**src/rtl/cpu_sequencer_pkg.sv**
```systemverilog
// Shared ISA, ALU-control and sequencer definitions for the 8-bit accumulator softcore.
package cpu_sequencer_pkg;

  localparam int unsigned BIT_COUNT      = 8;
  localparam int unsigned ALU_MODE_COUNT = 8;
  localparam int unsigned ALU_FLAG_COUNT = 2;
  localparam int unsigned PC_STEP        = 2;

  localparam int unsigned ALU_FLAG_EQ = 0;
  localparam int unsigned ALU_FLAG_GT = 1;

  typedef logic [ALU_MODE_COUNT-1:0] alu_mode_t;

  localparam alu_mode_t ALU_MODE_NONE     = 8'h00;
  localparam alu_mode_t ALU_MODE_ADD      = 8'h01;
  localparam alu_mode_t ALU_MODE_SHIFT    = 8'h02;
  localparam alu_mode_t ALU_MODE_NOT      = 8'h04;
  localparam alu_mode_t ALU_MODE_AND      = 8'h08;
  localparam alu_mode_t ALU_MODE_OR       = 8'h10;
  localparam alu_mode_t ALU_MODE_XOR      = 8'h20;
  localparam alu_mode_t ALU_MODE_BYPASS_A = 8'h40;
  localparam alu_mode_t ALU_MODE_BYPASS_B = 8'h80;

  localparam logic [1:0] ALU_B_SEL_REG    = 2'd0;
  localparam logic [1:0] ALU_B_SEL_IMM    = 2'd1;
  localparam logic [1:0] ALU_B_SEL_STEP   = 2'd2;
  localparam logic [1:0] ALU_B_SEL_TARGET = 2'd3;

  localparam logic [3:0] ISA_NOP  = 4'h0;
  localparam logic [3:0] ISA_ADD  = 4'h1;
  localparam logic [3:0] ISA_ADDI = 4'h2;
  localparam logic [3:0] ISA_SH   = 4'h3;
  localparam logic [3:0] ISA_SHI  = 4'h4;
  localparam logic [3:0] ISA_NOT  = 4'h5;
  localparam logic [3:0] ISA_AND  = 4'h6;
  localparam logic [3:0] ISA_OR   = 4'h7;
  localparam logic [3:0] ISA_XOR  = 4'h8;
  localparam logic [3:0] ISA_ST   = 4'h9;
  localparam logic [3:0] ISA_LDX  = 4'hA;
  localparam logic [3:0] ISA_BEQ  = 4'hB;
  localparam logic [3:0] ISA_BGT  = 4'hC;
  localparam logic [3:0] ISA_HALT = 4'hE;

  typedef enum logic [2:0] {
    SEQ_IDLE,
    SEQ_FETCH0,
    SEQ_FETCH1,
    SEQ_EXEC,
    SEQ_PCUPD,
    SEQ_HALT
  } seq_state_t;

  typedef struct packed {
    alu_mode_t  alu_mode;
    logic       alu_a_sel;
    logic [1:0] alu_b_sel;
    logic       acc_we;
    logic       xreg_we;
    logic       is_branch;
    logic       branch_on_gt;
    logic       is_halt;
    logic       illegal;
  } dec_t;

endpackage

```
**src/rtl/cpu_sequencer_insn_decoder.sv**
```systemverilog
// Combinational decode of opcode/field into execute-cycle ALU controls and write enables.
module cpu_sequencer_insn_decoder
  import cpu_sequencer_pkg::*;
(
  input  logic [3:0] opcode,
  input  logic [3:0] field,
  output dec_t       dec
);

  logic reg_form;

  always_comb begin
    dec      = '0;
    reg_form = 1'b0;
    case (opcode)
      ISA_NOP:  ;
      ISA_ADD:  begin dec.alu_mode = ALU_MODE_ADD;   dec.acc_we = 1'b1; reg_form = 1'b1; end
      ISA_ADDI: begin dec.alu_mode = ALU_MODE_ADD;   dec.acc_we = 1'b1; dec.alu_b_sel = ALU_B_SEL_IMM; end
      ISA_SH:   begin dec.alu_mode = ALU_MODE_SHIFT; dec.acc_we = 1'b1; reg_form = 1'b1; end
      ISA_SHI:  begin dec.alu_mode = ALU_MODE_SHIFT; dec.acc_we = 1'b1; dec.alu_b_sel = ALU_B_SEL_IMM; end
      ISA_NOT:  begin dec.alu_mode = ALU_MODE_NOT;   dec.acc_we = 1'b1; end
      ISA_AND:  begin dec.alu_mode = ALU_MODE_AND;   dec.acc_we = 1'b1; reg_form = 1'b1; end
      ISA_OR:   begin dec.alu_mode = ALU_MODE_OR;    dec.acc_we = 1'b1; reg_form = 1'b1; end
      ISA_XOR:  begin dec.alu_mode = ALU_MODE_XOR;   dec.acc_we = 1'b1; reg_form = 1'b1; end
      ISA_ST:   begin dec.alu_mode = ALU_MODE_BYPASS_A; dec.xreg_we = 1'b1; reg_form = 1'b1; end
      ISA_LDX:  begin dec.alu_mode = ALU_MODE_BYPASS_B; dec.acc_we  = 1'b1; reg_form = 1'b1; end
      ISA_BEQ:  begin dec.is_branch = 1'b1; reg_form = 1'b1; end
      ISA_BGT:  begin dec.is_branch = 1'b1; dec.branch_on_gt = 1'b1; reg_form = 1'b1; end
      ISA_HALT: dec.is_halt = 1'b1;
      default:  dec.illegal = 1'b1;
    endcase
    // x7 does not exist and field[3] is reserved in register forms
    if (reg_form && (field[3] || field[2:0] == 3'd7)) begin
      dec         = '0;
      dec.illegal = 1'b1;
    end
  end

endmodule

```
**src/rtl/cpu_sequencer.sv**
```systemverilog
// Multi-cycle fetch/execute/PC-update sequencer; owns the IR and drives the shared ALU controls.
module cpu_sequencer
  import cpu_sequencer_pkg::*;
(
  input  logic                      clk,
  input  logic                      rst,
  input  logic [BIT_COUNT-1:0]      pc,
  output logic                      mem_req,
  output logic [BIT_COUNT-1:0]      mem_addr,
  input  logic                      mem_ready,
  input  logic [BIT_COUNT-1:0]      mem_rdata,
  output logic [ALU_MODE_COUNT-1:0] alu_mode,
  output logic                      alu_a_sel,
  output logic [1:0]                alu_b_sel,
  output logic [2:0]                b_reg_idx,
  output logic [3:0]                imm,
  output logic [BIT_COUNT-1:0]      target,
  input  logic [ALU_FLAG_COUNT-1:0] alu_flags,
  output logic                      acc_we,
  output logic                      xreg_we,
  output logic                      pc_we,
  output logic                      halted,
  output logic                      illegal_insn
);

  seq_state_t               state;
  logic [2*BIT_COUNT-1:0]   ir;
  logic                     addr_odd;
  dec_t                     dec;
  logic                     taken;

  cpu_sequencer_insn_decoder u_decoder (
    .opcode (ir[15:12]),
    .field  (ir[11:8]),
    .dec    (dec)
  );

  assign taken = dec.is_branch &
                 (dec.branch_on_gt ? alu_flags[ALU_FLAG_GT] : alu_flags[ALU_FLAG_EQ]);

  // pc changes on the same edge that enters FETCH0, so the address follows pc directly
  assign mem_addr  = mem_req ? {pc[BIT_COUNT-1:1], pc[0] | addr_odd} : '0;
  assign imm       = ir[11:8];
  assign b_reg_idx = ir[10:8];
  assign target    = ir[7:0];

  // Outputs are registered for the state being entered; the taken decision is latched into the PCUPD selects
  always_ff @(posedge clk or posedge rst) begin
    if (rst) begin
      state        <= SEQ_IDLE;
      ir           <= '0;
      addr_odd     <= 1'b0;
      mem_req      <= 1'b0;
      alu_mode     <= ALU_MODE_NONE;
      alu_a_sel    <= 1'b0;
      alu_b_sel    <= ALU_B_SEL_REG;
      acc_we       <= 1'b0;
      xreg_we      <= 1'b0;
      pc_we        <= 1'b0;
      halted       <= 1'b0;
      illegal_insn <= 1'b0;
    end else begin
      case (state)
        SEQ_IDLE: begin
          state    <= SEQ_FETCH0;
          mem_req  <= 1'b1;
          addr_odd <= 1'b0;
        end
        SEQ_FETCH0: begin
          if (mem_ready) begin
            ir[15:8] <= mem_rdata;
            addr_odd <= 1'b1;
            state    <= SEQ_FETCH1;
          end
        end
        SEQ_FETCH1: begin
          if (mem_ready) begin
            ir[7:0]   <= mem_rdata;
            mem_req   <= 1'b0;
            addr_odd  <= 1'b0;
            alu_mode  <= dec.alu_mode;
            alu_a_sel <= dec.alu_a_sel;
            alu_b_sel <= dec.alu_b_sel;
            acc_we    <= dec.acc_we;
            xreg_we   <= dec.xreg_we;
            state     <= SEQ_EXEC;
          end
        end
        SEQ_EXEC: begin
          acc_we  <= 1'b0;
          xreg_we <= 1'b0;
          if (dec.illegal || dec.is_halt) begin
            alu_mode  <= ALU_MODE_NONE;
            alu_a_sel <= 1'b0;
            alu_b_sel <= ALU_B_SEL_REG;
            halted    <= 1'b1;
            if (dec.illegal) illegal_insn <= 1'b1;
            state     <= SEQ_HALT;
          end else begin
            alu_mode  <= taken ? ALU_MODE_BYPASS_B : ALU_MODE_ADD;
            alu_a_sel <= 1'b1;
            alu_b_sel <= taken ? ALU_B_SEL_TARGET : ALU_B_SEL_STEP;
            pc_we     <= 1'b1;
            state     <= SEQ_PCUPD;
          end
        end
        SEQ_PCUPD: begin
          alu_mode  <= ALU_MODE_NONE;
          alu_a_sel <= 1'b0;
          alu_b_sel <= ALU_B_SEL_REG;
          pc_we     <= 1'b0;
          mem_req   <= 1'b1;
          addr_odd  <= 1'b0;
          state     <= SEQ_FETCH0;
        end
        SEQ_HALT: ;
        default: state <= SEQ_IDLE;
      endcase
    end
  end

endmodule

```
**config.mk**
```make
export PLATFORM = sky130hd
export DESIGN_NAME = cpu_sequencer
export DESIGN_NICKNAME = d
export VERILOG_FILES = /design/src/rtl/cpu_sequencer_pkg.sv /design/src/rtl/cpu_sequencer_insn_decoder.sv /design/src/rtl/cpu_sequencer.sv
export SDC_FILE = /design/constraint.sdc
export NUM_CORES = 1
export LEC_CHECK = 0
export CAP_MARGIN = 20
export CELL_PAD_IN_SITES_DETAIL_PLACEMENT = 1
export CELL_PAD_IN_SITES_GLOBAL_PLACEMENT = 1
export CORE_ASPECT_RATIO = 0.9
export CORE_UTILIZATION = 36
export DETAILED_ROUTE_END_ITERATION = 10
export PLACE_DENSITY = 0.85
export SETUP_SLACK_MARGIN = 0.1
export SLEW_MARGIN = 20
export SYNTH_ARGS = -nofsm -noshare
export SYNTH_HDL_FRONTEND = slang
export SYNTH_HIERARCHICAL = 1
export SYNTH_SLANG_ARGS = --single-unit
```
**constraint.sdc**
```tcl
create_clock -name clk -period 2.25 [get_ports clk]
set_input_delay 0.675 -clock clk [delete_from_list [all_inputs] [get_ports clk]]
set_output_delay 0.675 -clock clk [all_outputs]
set_load 0.005 [all_outputs]
```
==> impl_metrics.py, run 1 <==
metrics = {
    "logic_synthesis": {
        "synth_seq_cells": 37,
        "async_flop_share": 1.00,
        "ys.flop_type": "dfrtp_1",
        "yosysWarnings": 6,
        "synth-edff-count": 0,
        "netlist_area_um2": 2050,
        "synth_cell_types": 49,
        "ys_seq_area_frac": 0.452,
        "post_synth.cell_area_avg_um2": 11.1,
        "synth_cells": 185,
    },
    "final_layout": {
        "layout-drive-gt1-share": 0.237,
        "area_delta_synth_final_pct": 31.2,
        "utilization": 0.502,
        "mostFrequentLayoutCells": "clkdlybuf4s50_1, dfrtp_1, mux2_2, buf_4",
        "num_antenna_cells": 0,
        "regArea_um2": 926,
        "multi_input_area_um2": 887,
        "layout.nets": 256,
        "mostFrequentLayoutCell": "clkdlybuf4s50_1",
        "fin_area_um2": 2690,
        "fillers": 584,
    },
    "grt": {
        "grt_start_max_net_pins": 38,
        "grt_first_pass_wirelength_um": 7920,
        "grt_overflow": 0,
        "grt_pass1_vias": 1590,
        "antenna_found_initial": 0,
        "track_usage": 0.177,
    },
    "clocking": {
        "clkTransAtPathRegs_ns": 0.07,
        "postCtsSetupBuffers": 0,
        "h-tree-depth": 2,
        "cts_buffer_depth": 2,
        "cts-root-buf": "clkbuf_8",
        "cts_buffers": 5,
        "holdBufCountCts": 0,
        "tritoncts": "done",
        "cts.sinks": 37,
        "clkLatencyLatePin_ns": 0.29,
    },
    "sta": {
        "setup_viol": 0,
        "period_needed_ns": 2.12,
        "max_freq_mhz": 473,
        "drv_slew": 0,
        "rsz0062_at_grt": "false",
        "period_share": 0.940,
        "fin_skew_ns": 0.00594,
        "hold_viol": 0,
    },
    "floorplan": {
        "fp-row-count": 25,
        "io-pin-count": 61,
        "initial_core_util": 0.383,
        "die_y_um": 73.5,
        "dieArea_um2": 5990,
        "die_x_um": 81.5,
        "core_um2": 5350,
    },
    "critical_path": {
        "critPathMaxFanout": 1,
        "worstPathArrival_ns": 1.44,
        "cp-start-kind": "primary input",
        "worst_setup_path_end_kind": "output pin",
        "r2r_start": "ir[8]",
        "startpoint": "pc[6]",
        "worstPathRequired_ns": 1.57,
        "crit_type": "in -> out",
    },
    "route": {
        "via_per_inst": 5.14,
        "drt-initial-drc-count": 51,
        "ant_nets": 0,
        "drcViolationCount": 0,
        "num_vias": 1558,
        "first_pass_iters": 4,
        "drt-total-wl_um": 4750,
        "wire_per_inst_um": 15.7,
    },
    "power_and_ir_drop": {
        "max-vdd-ir-drop_mv": 0.701,
        "power_leakage_nw": 1.12,
        "power_density_nw_per_um2": 1360,
    },
    "job": {
        "cap_violations": 0,
    },
    "placed_design": {
        "port_buffers": 60,
        "gp_congestion": 0.831,
        "hpwl_um": 3410,
        "placed_area_um2": 2580,
    },
    "worst_hold_path": {
        "hold_class": "reg -> reg",
        "hold_start": "illegal_insn",
    },
    "outcome": {
        "status": "finished, final reports clean",
    },
}
-- final cells by class --
class / instances / share of cell area
inverters: 6 / 0.00838
multi-input cells: 115 / 0.330
clock buffers: 7 / 0.0321
well taps: 67 / 0.0312
flip-flops and latches: 37 / 0.345
repair buffers: 70 / 0.242
clock inverters: 1 / 0.0112
-- sequential cells by signal, indices dropped and copies added, names as in the netlist --
name	flops
mem_req	1
xreg_we	1
illegal_insn	1
ir	16
alu_b_sel	2
halted	1
alu_mode	8
pc_we	1
acc_we	1
state	3
addr_odd	1
alu_a_sel	1
-- final timing paths --
kind                                 to  slack (ns)  depth (start not counted)
max in group asynchronous       xreg_we        1.14                          3
min                        illegal_insn        0.47                          1
min reg2reg                illegal_insn        0.47                          1
max                         mem_addr[6]        0.13                          3
max reg2reg                 alu_mode[0]        0.22                          5
min in group asynchronous      state[2]        0.78                          3
-- cells by family (layout without fill, tap and decap cells) --
| group | Yosys count | after routing | synth area share |
|---|---|---|---|
| compound gates | 39 | 39 | 0.150 |
| xor+xnor | 3 | 3 | 0.0128 |
| flops | 37 | 37 | 0.452 |
| simple gates | 53 | 53 | 0.161 |
| other cells | 1 | 2 | 0.00183 |
| buf+inv | 34 | 84 | 0.121 |
| mux | 18 | 18 | 0.100 |
-- metal layers --
layer	routed length, um	GRT usage
met2	2300	0.271
met3	190	0.0435
met5	0	0
met4	76	0.0734
met1	2190	0.237
-- critical path: stages --
cell and delay [ns]:
clkdlybuf4s50_1 0.45, and2_1 0.12, clkdlybuf4s15_1 0.20
-- metrics by stage --
step	setup TNS (ns)	cells	power [mW]	setup slack [ns]	hold slack, ns
floorplan	0	186	2.44	0.297	0.466
global placement	-1.23	295	3.02	-0.167	0.457
detailed placement	-1.33	295	3.08	-0.178	0.458
CTS	0	303	3.69	0.0841	0.475
global route	0	303	3.93	0.118	0.512
finish	0	303	3.66	0.135	0.472
-- synthesized netlist by cell type, drive strengths merged (4+ instances only) --
cell type | count | share of area
a211oi | 7 | 0.031
a22o | 9 | 0.039
a31oi | 6 | 0.021
and2 | 8 | 0.024
buf | 27 | 0.10
dfrtp | 37 | 0.45
inv | 6 | 0.011
mux2 | 17 | 0.095
nand2 | 8 | 0.015
nand3 | 6 | 0.015
nand3b | 4 | 0.021
nor2 | 8 | 0.018
nor3 | 5 | 0.012
o21ai | 4 | 0.0098
-- where the power goes --
group | internal, mW | total [mW] | switching, mW
sequential | 0.936 | 1.17 | 0.237
clock | 0.361 | 0.602 | 0.240
combinational | 1.05 | 1.88 | 0.832
-- timing repair --
action / 4_1_cts / 5_1_grt
resized for setup: 11 / 12
gates cloned: 0 / 0
pin swaps: 0 / 0
endpoints found under the setup margin: 8 / 10
Note: power is estimated with default switching activity, not from simulation.
==> inputs of run 2 (changes only) <==
SLEW_MARGIN = 25   (was 20)
==> results of run 2 <==
Same layout as run 1: the final DEF is identical, and so are final timing and power.
